$ cat src/rtl/exc_collector.sv
// Exception collector: tracks per-slot exception flags and drives CP0.
// Optional exception counter enabled by defining EXC_STATS_EN.
module exc_collector #(
    parameter logic [31:0] EXC_VECTOR = 32'hBFC00380
) (
    input  logic        clk,
    input  logic        rst,
    input  logic        stall,
    input  logic        if_valid,
    input  logic [31:0] if_pc,
    input  logic        if_bd,
    input  logic        if_adel,
    input  logic        id_ri,
    input  logic        id_sys,
    input  logic        id_brk,
    input  logic        id_eret,
    input  logic        ex_ov,
    input  logic        mem_adel,
    input  logic        mem_ades,
    input  logic [31:0] mem_vaddr,
    input  logic        cp0_handle,
    input  logic [31:0] cp0_epc,
    output logic [6:0]  exc_vec,
    output logic        exc_bd,
    output logic [31:0] epc_out,
    output logic [31:0] badvaddr_out,
    output logic        eret_out,
    output logic        mem_kill,
    output logic        flush,
    output logic        redirect_valid,
    output logic [31:0] redirect_pc
`ifdef EXC_STATS_EN
    ,
    output logic [31:0] exc_count
`endif
);

    typedef struct packed {
        logic        valid;
        logic [31:0] pc;
        logic        bd;
        logic [6:0]  vec;
        logic        eret;
    } slot_t;

    typedef enum logic {
        RUN,
        REDIR
    } state_t;

    state_t state;
    slot_t  id_s;
    slot_t  ex_s;
    slot_t  mem_s;
    slot_t  id_n;
    slot_t  ex_n;
    slot_t  mem_n;

    logic       commit;
    logic [4:0] hi;
    logic       take;

    function automatic logic [31:0] epc_of(input slot_t s);
        return s.bd ? s.pc - 32'd4 : s.pc;
    endfunction

    // Next-slot contents when the pipeline advances
    always_comb begin
        id_n       = '0;
        id_n.valid = if_valid;
        id_n.pc    = if_pc;
        id_n.bd    = if_bd;
        id_n.vec   = {if_adel, 6'b000000};

        ex_n        = id_s;
        ex_n.vec[5] = id_s.vec[5] | (id_ri & ~id_s.vec[6]);
        ex_n.vec[3] = id_s.vec[3] | (id_sys & ~id_s.vec[6]);
        ex_n.vec[2] = id_s.vec[2] | (id_brk & ~id_s.vec[6]);
        ex_n.eret   = id_eret & ~id_s.vec[6];

        mem_n        = ex_s;
        mem_n.vec[4] = ex_s.vec[4] | ex_ov;
    end

    // Commit-side outputs toward CP0
    always_comb begin
        commit  = mem_s.valid & ~stall & (state == RUN);
        hi      = mem_s.vec[6:2];
        exc_vec = '0;
        if (commit) begin
            exc_vec = {hi, (hi != 5'd0) ? 2'b00 : {mem_adel, mem_ades}};
        end
        mem_kill = mem_s.valid & ((exc_vec != 7'd0) | cp0_handle);
        exc_bd   = mem_s.bd;
        if (mem_s.valid) begin
            epc_out = epc_of(mem_s);
        end else if (ex_s.valid) begin
            epc_out = epc_of(ex_s);
        end else if (id_s.valid) begin
            epc_out = epc_of(id_s);
        end else begin
            epc_out = if_pc;
        end
        badvaddr_out = mem_s.vec[6] ? mem_s.pc : mem_vaddr;
        eret_out = commit & mem_s.eret & (exc_vec == 7'd0) & ~cp0_handle;
        take     = (state == RUN) & (cp0_handle | eret_out);
    end

    // Slot pipeline and RUN/REDIR redirect state machine
    always_ff @(posedge clk) begin
        if (rst) begin
            state          <= RUN;
            id_s           <= '0;
            ex_s           <= '0;
            mem_s          <= '0;
            flush          <= 1'b0;
            redirect_valid <= 1'b0;
            redirect_pc    <= '0;
        end else begin
            unique case (state)
                RUN: begin
                    if (take) begin
                        state          <= REDIR;
                        id_s           <= '0;
                        ex_s           <= '0;
                        mem_s          <= '0;
                        flush          <= 1'b1;
                        redirect_valid <= 1'b1;
                        redirect_pc    <= cp0_handle ? EXC_VECTOR : cp0_epc;
                    end else if (!stall) begin
                        id_s  <= id_n;
                        ex_s  <= ex_n;
                        mem_s <= mem_n;
                    end
                end
                REDIR: begin
                    state          <= RUN;
                    id_s           <= '0;
                    ex_s           <= '0;
                    mem_s          <= '0;
                    flush          <= 1'b0;
                    redirect_valid <= 1'b0;
                end
            endcase
        end
    end

`ifdef EXC_STATS_EN
    // Count exceptions taken (eret redirects excluded)
    always_ff @(posedge clk) begin
        if (rst) begin
            exc_count <= '0;
        end else if ((state == RUN) && cp0_handle) begin
            exc_count <= exc_count + 32'd1;
        end
    end
`endif

endmodule

$ cat config.mk
export PLATFORM = sky130hd
export DESIGN_NAME = exc_collector
export DESIGN_NICKNAME = d
export VERILOG_FILES = /design/src/rtl/exc_collector.sv
export SDC_FILE = /design/constraint.sdc
export NUM_CORES = 1
export LEC_CHECK = 0
export BUFFER_PORTS_ARGS = -buffer_cell sky130_fd_sc_hd__buf_2
export CELL_PAD_IN_SITES_DETAIL_PLACEMENT = 1
export CELL_PAD_IN_SITES_GLOBAL_PLACEMENT = 2
export CORE_UTILIZATION = 28
export DETAILED_ROUTE_END_ITERATION = 8
export GPL_TIMING_DRIVEN = 0
export PLACE_DENSITY_LB_ADDON = 0.1
export SKIP_CTS_REPAIR_TIMING = 1
export SYNTH_ARGS = -nofsm -noshare
export SYNTH_HDL_FRONTEND = slang
export SYNTH_SLANG_ARGS = --single-unit
$ cat constraint.sdc
create_clock -name clk -period 3.2 [get_ports clk]
set_clock_uncertainty 0.05 [all_clocks]
set_input_delay 0.64 -clock clk [delete_from_list [all_inputs] [get_ports clk]]
set_output_delay 0.64 -clock clk [all_outputs]
set_load 0.02 [all_outputs]
==> out/metrics.yaml <==
global_routing:
  grt_max_degree: 17
  antenna_found_initial: 0
  grt_pass1_wl_mm: 50.4
  gr-total-overflow: 0
  grt.total_usage_pct: 21.7
  first_global_vias: 8103
final_layout:
  multiInputGateArea_sq_um: 5720
  area.sequential_sq_um: 2990
  antennaDiodeCount: 0
  final_nets: 1358
  n_fill_cell: 3540
  syn_to_final_growth_pct: 37.0
  drive_above_1_share_pct: 35.5
drt:
  drtAntennaViolNets: 0
  firstDrtPassIters: 4
  drt_iter0_markers: 373
  wl_mm: 34.2
  routedWlPerCell_um: 20.8
  remaining_drc_errors: 0
  vias_per_cell: 5.06
  routed-via-count: 8331
clocking:
  ctsHtreeMaxLevel: 4
  clk_path_buf_depth: 2
  root_buffer: "clkbuf_16"
  clk_latency_ps: 430
  cts_tree: "yes"
  cts_buffers: 17
  clock-sinks: 148
  clk_pin_slew_worst_paths_ps: 70
synthesis:
  dominantRegCellSynth: "dfxtp_1"
  ys_seq_area_share_pct: 35.2
  synth_cell_types: 62
  synth-edff-count: 0
  syn_avg_cell_area_sq_um: 8.51
  synth_nets: 1103
  ys_seq_elements: 148
  yosysWarningCount: 0
  synthCells: 990
  syn_area_sq_um: 8420
  async_flop_share_pct: 0
sta:
  rsz0062_at_grt: "yes"
  tightest_slew_ps: 1110
  report.final.slew_viol_count: 0
  setup_viol: 18
  fin_crit_ps: 3720
  finalWorstSetupSlack_ps: -519
  setup_tns_ps: -6210
  max_slew_margin_pct: 26.1
  finalHoldViolations: 0
  fin_crit_sh_pct: 116
  max_freq_ghz: 0.269
worst_setup_path:
  crit_required_ps: 2510
  arrival_ps: 3030
  crit_path_max_fanout: 10
  cp-end-kind: "output pin"
  path_class: "reg2out"
  cp-start-kind: "register"
status:
  violations: "negative setup slack"
  status: "finished, violations left"
floorplan:
  row_count: 63
  io_pins: 218
  start_util_pct: 28.4
  die_w_um: 175
  core_area_sq_um: 29600
  die_area_sq_um: 30800
  die_h_um: 175
power_and_ir_drop:
  p_per_area_nw_per_um2: 401
  p_total_w: 0.00463
  ir_drop_mv: 0.284
  p_leak_nw: 4.90
placement:
  portBuffers: 216
  hpwlAfterDp_mm: 26.0
  finalWeightedCongestion: 0.820
run:
  drv_cap: 0
min_path:
  hold_path.class: "in2reg"
==> registers in the layout, summed over array words and instances (netlist names) <==
name / cells
redirect_valid: 1
ex_n: 35
exc_bd: 1
ex_s: 39
hi: 5
state: 1
mem_s: 34
redirect_pc: 32
==> metal layers <==
| layer | share of wire, % | global-route usage [%] |
|---|---|---|
| met1 | 49 | 30.4 |
| met2 | 46 | 35.0 |
| met3 | 4.1 | 3.05 |
| met5 | 0 | 0 |
| met4 | 1.0 | 4.93 |
==> area by class of cell <==
type	count	area share, %
repair buffers	246	12.2
clock buffers	17	3.69
clock inverters	15	1.16
multi-input cells	749	49.5
flip-flops and latches	148	25.9
well taps	390	4.23
inverters	12	0.390
plain buffers	71	2.91
==> worst paths after layout <==
kind         depth (start not counted)           to  slack (ps)      start
min                                  3      ex_n[8]         390      if_bd
min reg2reg                          2      ex_s[6]         450    ex_s[6]
max                                  7  epc_out[15]        -520   ex_n[19]
max reg2reg                          6    mem_s[36]         320  mem_s[41]
==> Yosys cell counts, types with 3 or more instances <==
| cell | instances | area (sq um) |
|---|---|---|
| nor4b_1 | 3 | 26.3 |
| inv_1 | 12 | 45.0 |
| ha_1 | 3 | 37.5 |
| nand4_1 | 7 | 43.8 |
| o221ai_1 | 3 | 26.3 |
| nand3b_1 | 5 | 37.5 |
| nand2b_1 | 8 | 50.1 |
| and3_1 | 3 | 18.8 |
| xnor2_1 | 26 | 228 |
| or4_1 | 19 | 143 |
| or2_2 | 8 | 50.1 |
| a21oi_1 | 18 | 90.1 |
| buf_1 | 11 | 41.3 |
| clkbuf_1 | 62 | 233 |
| a31oi_1 | 12 | 75.1 |
| a211o_1 | 7 | 61.3 |
| o21ai_0 | 22 | 110 |
| or3_1 | 14 | 87.6 |
| and2_1 | 7 | 43.8 |
| a211oi_1 | 8 | 60.1 |
| buf_6 | 3 | 33.8 |
| o311ai_0 | 4 | 35.0 |
| dfxtp_1 | 148 | 2960 |
| nor3_1 | 37 | 185 |
| xor2_1 | 35 | 307 |
| a221o_1 | 7 | 70.1 |
| nor3b_1 | 8 | 60.1 |
| mux2_2 | 33 | 372 |
| mux2i_1 | 119 | 1190 |
| nor2_1 | 182 | 683 |
| nor2b_1 | 16 | 100 |
| nand2_1 | 29 | 109 |
| nand3_1 | 10 | 50.1 |
| buf_2 | 4 | 20.0 |
| a22oi_1 | 22 | 165 |
| o31ai_1 | 9 | 67.6 |
| nor4_1 | 32 | 200 |
==> power by group <==
group          total (W)  switching [W]  internal (W)
clock network    0.00197       0.000942       0.00103
registers        0.00191      0.0000400       0.00187
logic           0.000747       0.000428      0.000318
==> worst max-delay path: stages, from the launching register on <==
cell and delay, ps:
dfxtp_4 370, or4_4 550, or4_4 520, buf_6 150, or4_4 430, a31oi_4 190, a221o_1 230, buf_6 150
==> placed cells by master (no fill, tap or decap), types with 8 or more instances in the layout <==
cell	Yosys	routed
a22oi_1	22	22
dfxtp_2	0	10
nor2b_1	16	16
nand2b_1	8	8
or3_1	14	12
nor2_1	182	180
clkbuf_2	1	13
dfxtp_1	148	133
inv_1	12	11
a21oi_1	18	16
mux2_2	33	33
mux2i_1	119	118
o21ai_0	22	21
clkbuf_16	0	18
clkbuf_1	62	41
buf_4	1	35
nor3_1	37	32
nor4_1	32	22
buf_6	3	15
nand2_1	29	27
buf_2	4	204
xor2_1	35	34
xnor2_1	26	26
or4_4	2	14
==> stage by stage <==
step | util [%] | cells | setup slack (ps) | instance area [sq um] | hold slack [ps]
after floorplan | - | 990 | 56.8 | 8420 | 405
after global placement | 33.7 | 1596 | -644 | 9990 | 421
after detailed placement | 33.7 | 1596 | -713 | 9990 | 428
after CTS | 35.6 | 1628 | -1200 | 10600 | 379
after global routing | 38.9 | 1648 | -569 | 11500 | 398
final | 38.9 | 1648 | -519 | 11500 | 390
==> cell families (layout without fill, tap and decap cells) <==
kind of cell	Yosys count	in the layout	synth area share, %
AO/OA/AOI/OAI	133	133	11.2
XOR/XNOR	61	61	6.34
adder cells (fa/ha/maj)	3	3	0.446
buffers and inverters	94	361	4.58
flip-flops	148	148	35.2
multiplexers	152	152	18.6
AND/OR/NAND/NOR	399	400	23.7
No activity file was read; power rests on OpenSTA's default activity.
